==> src/rtl/multi_blinker.sv <==
`default_nettype none
// ============================================================================
//  Module   : multi_blinker
//  Purpose  : N-channel switch-to-indicator driver. A global mode selects
//             level toggle, edge toggle, armed periodic blink with a shared
//             programmable half-period, or hold.
//  Revision : 1.0  initial release
// ============================================================================
module multi_blinker #(
   parameter int N         = 4,
   parameter int DIV_WIDTH = 8
) (
   input  logic                 clk,
   input  logic                 rst,
   input  logic [N-1:0]         switch,
   input  logic [1:0]           mode,
   input  logic [DIV_WIDTH-1:0] div,
   output logic [N-1:0]         out,
   output logic [N-1:0]         armed
);

   localparam logic [1:0] c_MODE_LEVEL = 2'b00;
   localparam logic [1:0] c_MODE_EDGE  = 2'b01;
   localparam logic [1:0] c_MODE_BLINK = 2'b10;

   localparam logic [DIV_WIDTH-1:0] c_CNT_ONE = {{(DIV_WIDTH-1){1'b0}}, 1'b1};

   for (genvar gi = 0; gi < N; gi++) begin : g_ch
      logic                 r_out;
      logic                 r_armed;
      logic                 r_prev;
      logic [DIV_WIDTH-1:0] r_cnt;
      logic                 w_rise;

      // Rising edge relative to last cycle's sample; prev is 0 after reset,
      // so a switch already high on the first cycle counts as a rise.
      assign w_rise = switch[gi] & ~r_prev;

      // Per-channel state update. armed/cnt default to 0 so that any
      // non-BLINK mode (and a disarmed BLINK channel) keeps them cleared;
      // out is only written where a mode explicitly changes it.
      always_ff @(posedge clk) begin
         if (!rst) begin
            r_out   <= 1'b0;
            r_armed <= 1'b0;
            r_prev  <= 1'b0;
            r_cnt   <= '0;
         end else begin
            r_prev  <= switch[gi];
            r_armed <= 1'b0;
            r_cnt   <= '0;
            case (mode)
               c_MODE_LEVEL: begin
                  if (switch[gi]) r_out <= ~r_out;
               end
               c_MODE_EDGE: begin
                  if (w_rise) r_out <= ~r_out;
               end
               c_MODE_BLINK: begin
                  if (w_rise) begin
                     // Rise flips arming; arming lights the output, disarming
                     // darkens it. Wins over a same-cycle terminal count.
                     r_armed <= ~r_armed;
                     r_out   <= ~r_armed;
                  end else if (r_armed) begin
                     r_armed <= 1'b1;
                     // >= so a live shrink of div below cnt toggles next
                     // cycle instead of letting cnt run on and wrap.
                     if (r_cnt >= div) begin
                        r_out <= ~r_out;
                     end else begin
                        r_cnt <= r_cnt + c_CNT_ONE;
                     end
                  end
               end
               default: begin
                  // HOLD: out frozen, armed/cnt cleared by defaults.
               end
            endcase
         end
      end

      assign out[gi]   = r_out;
      assign armed[gi] = r_armed;
   end : g_ch

endmodule : multi_blinker
`default_nettype wire

==> config.mk <==
export PLATFORM = sky130hd
export DESIGN_NAME = multi_blinker
export DESIGN_NICKNAME = d
export VERILOG_FILES = /design/src/rtl/multi_blinker.sv
export SDC_FILE = /design/constraint.sdc
export NUM_CORES = 1
export LEC_CHECK = 0
export ABC_AREA = 1
export CELL_PAD_IN_SITES_DETAIL_PLACEMENT = 1
export CELL_PAD_IN_SITES_GLOBAL_PLACEMENT = 1
export CORE_MARGIN = 3
export CORE_UTILIZATION = 46
export CTS_CLUSTER_SIZE = 8
export DETAILED_ROUTE_END_ITERATION = 12
export PLACE_DENSITY = 0.83
export SYNTH_ARGS = -nofsm -noshare
export SYNTH_HDL_FRONTEND = slang
export SYNTH_SLANG_ARGS = --single-unit
==> constraint.sdc <==
create_clock -name clk -period 3.6 [get_ports clk]
set_clock_uncertainty 0.1 [all_clocks]
set_input_delay 0.72 -clock clk [delete_from_list [all_inputs] [get_ports clk]]
set_output_delay 0.72 -clock clk [all_outputs]
set_load 0.02 [all_outputs]
==> impl_metrics.ini <==
[status]
run_status = completed

[sta]
timing.final.hold_violations = 0
period_needed_ps = 2490
rsz0062_at_grt = no
final.period_utilization_pct = 69.3
slew-limit-headroom_pct = 76.5
achievable-frequency_mhz = 401
tns_ps = 0
final_critical_path_setup_slack_ps = 1110
worst_slew_pin_slew_ps = 352
drv_slew = 0
report.final.setup_viol = 0

[synth]
yosys_most_used_dff = sky130_fd_sc_hd__dfxtp_1
synthArstFlopShare_pct = 0
synth_top_cell_by_area = sky130_fd_sc_hd__dfxtp_1
synthDominantCellAreaShare_pct = 32.3
synthCells = 359
number_of_enable_type_register_cells_in_the_synthesized_netlist = 0
ys_ff_latch = 44
netlist_top_cells_area = sky130_fd_sc_hd__dfxtp_1, sky130_fd_sc_hd__ha_1, sky130_fd_sc_hd__nand2_1, sky130_fd_sc_hd__inv_1, sky130_fd_sc_hd__nor2_1
syn-cell-area_um2 = 2730
ys.warnings.count = 0
yosysSeqAreaShare_pct = 32.3
post_synth.cell_area_avg_um2 = 7.60
synthesis.nets = 411
number_of_unique_standard_cell_types_used_by_synthesis = 32

[placed_design]
place.gp.congestion = 0.809
dp_hpwl_um = 5060
post-place-cells = 446
portBuffers = 23
place_area_um2 = 2990
place_worst_setup_slack_ps = 809

[worst_setup_path]
total_stage_count_of_the_critical_path = 9
timing.critical_path.cells = clkdlybuf4s50_1 -> ha_1 -> o21ai_0 -> nand2_1 -> nand3_1 -> a21oi_1 -> nor2_1 -> nand3_2 -> nor3b_1
timing.critical_path.to_type = register
critical_path.startpoint_type = input pin
worst_r2r_startpoint = g_ch[2].r_cnt[0]
timing.reg2reg.worst_path_depth = 10
crit_path_max_fanout = 8
critPathLaunch = div[0]
timing.critical_path.buf_inv = 1
worstReg2RegEnd = g_ch[2].r_cnt[4]
reg_to_reg_setup_timing_slack_ps = 1660
crit_end = g_ch[1].r_cnt[4]
worst_path_max_delay_cell = sky130_fd_sc_hd__clkdlybuf4s50_1
crit_path_max_incr_delay_ps = 580
required_ps = 3720
worst-setup-path-type = in -> reg
critPathTopFamily = simple AND/OR/NAND/NOR gates
cp.arrival_ps = 2610

[clocking]
insertion_delay_to_the_later_sink_of_the_worst_skew_pair_ps = 290
postCtsSetupBuffers = 0
htree_num_levels = 2
cts_hold_repair.buffers = 0
clock_sinks = 44
cts_root_buf = sky130_fd_sc_hd__clkbuf_8
cts_tree = yes
clk_pin_slew_worst_paths_ps = 70
total_clock_buffers_created_by_cts = 5
max-clock-path-buffers = 2
postCtsResizedCells = 0

[die]
rows = 27
design.die.area_um2 = 6890
top_level_ports = 24
design.core.area_um2 = 5610
die_width_um = 83.0
initial_core_util_pct = 48.7
die_height_um = 83.0

[drt]
via_count = 2332
drt_wl_total_um = 6320
antenna_violating_nets_post_route = 0
drc_violations_left = 0
wl_per_cell_um = 14.0
viasPerCell = 5.17
drt_first_pass_iters = 4
initial_drc_count = 51

[grt]
via_count_of_the_first_global_routing_pass = 2468
gr-total-overflow = 0
antenna_found_initial = 0
track_usage_pct = 19.7
grt_first_pass_wirelength_um = 11300
pin_count_of_the_biggest_net_entering_global_routing = 12

[cells_and_area]
fillCellCount = 716
flow.area_growth_from_synthesis_pct = 12.1
drive_gt1_share_pct = 5.28
fin_area_um2 = 3060
layout_commonest_cell = sky130_fd_sc_hd__nand2_1
insertedDiodeCount = 0
finalNetCount = 433
fin_cells = 451
layout.cells.most_common_list = sky130_fd_sc_hd__nand2_1, sky130_fd_sc_hd__inv_1, sky130_fd_sc_hd__nor2_1, sky130_fd_sc_hd__dfxtp_1, sky130_fd_sc_hd__ha_1

[power_and_ir_drop]
cellLeakagePower_nw = 1.37
power_density_nw_per_um2 = 297
vdd.ir_drop.worst_v = 0.000189

[min_path]
hp-class = reg -> reg
cell_count_of_the_worst_hold_path = 1

[run]
timing.max_cap.violations = 0
Yosys cell counts, types with 2 or more instances:
library cell,n
sky130_fd_sc_hd__a21o_1,2
sky130_fd_sc_hd__a21oi_1,17
sky130_fd_sc_hd__buf_4,9
sky130_fd_sc_hd__dfxtp_1,44
sky130_fd_sc_hd__ha_1,36
sky130_fd_sc_hd__inv_1,56
sky130_fd_sc_hd__nand2_1,61
sky130_fd_sc_hd__nand3_1,16
sky130_fd_sc_hd__nand3_2,2
sky130_fd_sc_hd__nand4_1,9
sky130_fd_sc_hd__nand4_2,2
sky130_fd_sc_hd__nor2_1,50
sky130_fd_sc_hd__nor2_2,2
sky130_fd_sc_hd__nor3_1,4
sky130_fd_sc_hd__nor3b_1,8
sky130_fd_sc_hd__o21a_1,2
sky130_fd_sc_hd__o21ai_0,10
sky130_fd_sc_hd__o31ai_1,2
sky130_fd_sc_hd__or2_2,2
sky130_fd_sc_hd__xnor2_1,7
sky130_fd_sc_hd__xor2_1,7
flip-flops by register name, indices dropped and copies added (netlist names):
register / flops
g_ch.r_prev: 4
g_ch.r_cnt: 32
g_ch.r_armed: 4
g_ch.r_out: 4
cells by family after synthesis:
group,Yosys count,synth area share (%)
simple gates,162,28.1
buf+inv,65,10.2
flops,44,32.3
compound gates,37,8.12
fa+ha+maj,36,16.5
xor+xnor,14,4.49
mux,1,0.367
metal layers:
| metal | track usage (%) | part of all wire (%) |
|---|---|---|
| met5 | 0 | 0 |
| met4 | 5.20 | 1.5 |
| met3 | 3.87 | 3.3 |
| met2 | 35.5 | 50 |
| met1 | 23.8 | 45 |
through the flow:
step | hold WS (ps) | util (%) | total power, mW
3_5_place_dp | 355 | 53.3 | 0.639
4_1_cts | 375 | 54.5 | 0.922
2_1_floorplan | 330 | - | 0.595
3_3_place_gp | 349 | 53.3 | 0.634
6_report | 373 | 54.5 | 0.907
5_1_grt | 397 | 54.5 | 0.960
power breakdown:
part	leakage, nW	internal (mW)	switching, mW
Sequential	0.357	0.495	0.00616
Clock	0.0359	0.125	0.155
Combinational	0.979	0.0542	0.0715
Total	1.37	0.674	0.232
how the worst min path moves through the flow:
stage                startpoint                to  slack [ps]
2_1_floorplan  g_ch[0].r_cnt[0]  g_ch[0].r_cnt[0]         330
3_3_place_gp   g_ch[1].r_cnt[0]  g_ch[1].r_cnt[0]         350
3_5_place_dp   g_ch[1].r_cnt[0]  g_ch[1].r_cnt[0]         360
4_1_cts        g_ch[1].r_cnt[0]  g_ch[1].r_cnt[0]         370
5_1_grt        g_ch[1].r_cnt[0]  g_ch[1].r_cnt[0]         400
6_report       g_ch[1].r_cnt[0]  g_ch[1].r_cnt[0]         370
layout make-up:
class / instances / area [um2] / area share [%]
multi-input cells: 250 / 1570 / 51.4
well taps: 72 / 90.1 / 2.95
inverters: 56 / 210 / 6.87
repair buffers: 24 / 238 / 7.77
clock buffers: 5 / 68.8 / 2.25
flip-flops and latches: 44 / 881 / 28.8
worst register-to-register path, cell delays in order, from the launching register on:
cell and delay (ps):
sky130_fd_sc_hd__dfxtp_1 440, sky130_fd_sc_hd__inv_1 80, sky130_fd_sc_hd__ha_1 270, sky130_fd_sc_hd__inv_1 60, sky130_fd_sc_hd__nand2_1 50, sky130_fd_sc_hd__a21oi_1 110, sky130_fd_sc_hd__o21ai_0 100, sky130_fd_sc_hd__nand2_1 80
sky130_fd_sc_hd__nand4_2 200, sky130_fd_sc_hd__nor2_1 220, sky130_fd_sc_hd__and3_1 170
No activity file was read; power rests on OpenSTA's default activity.
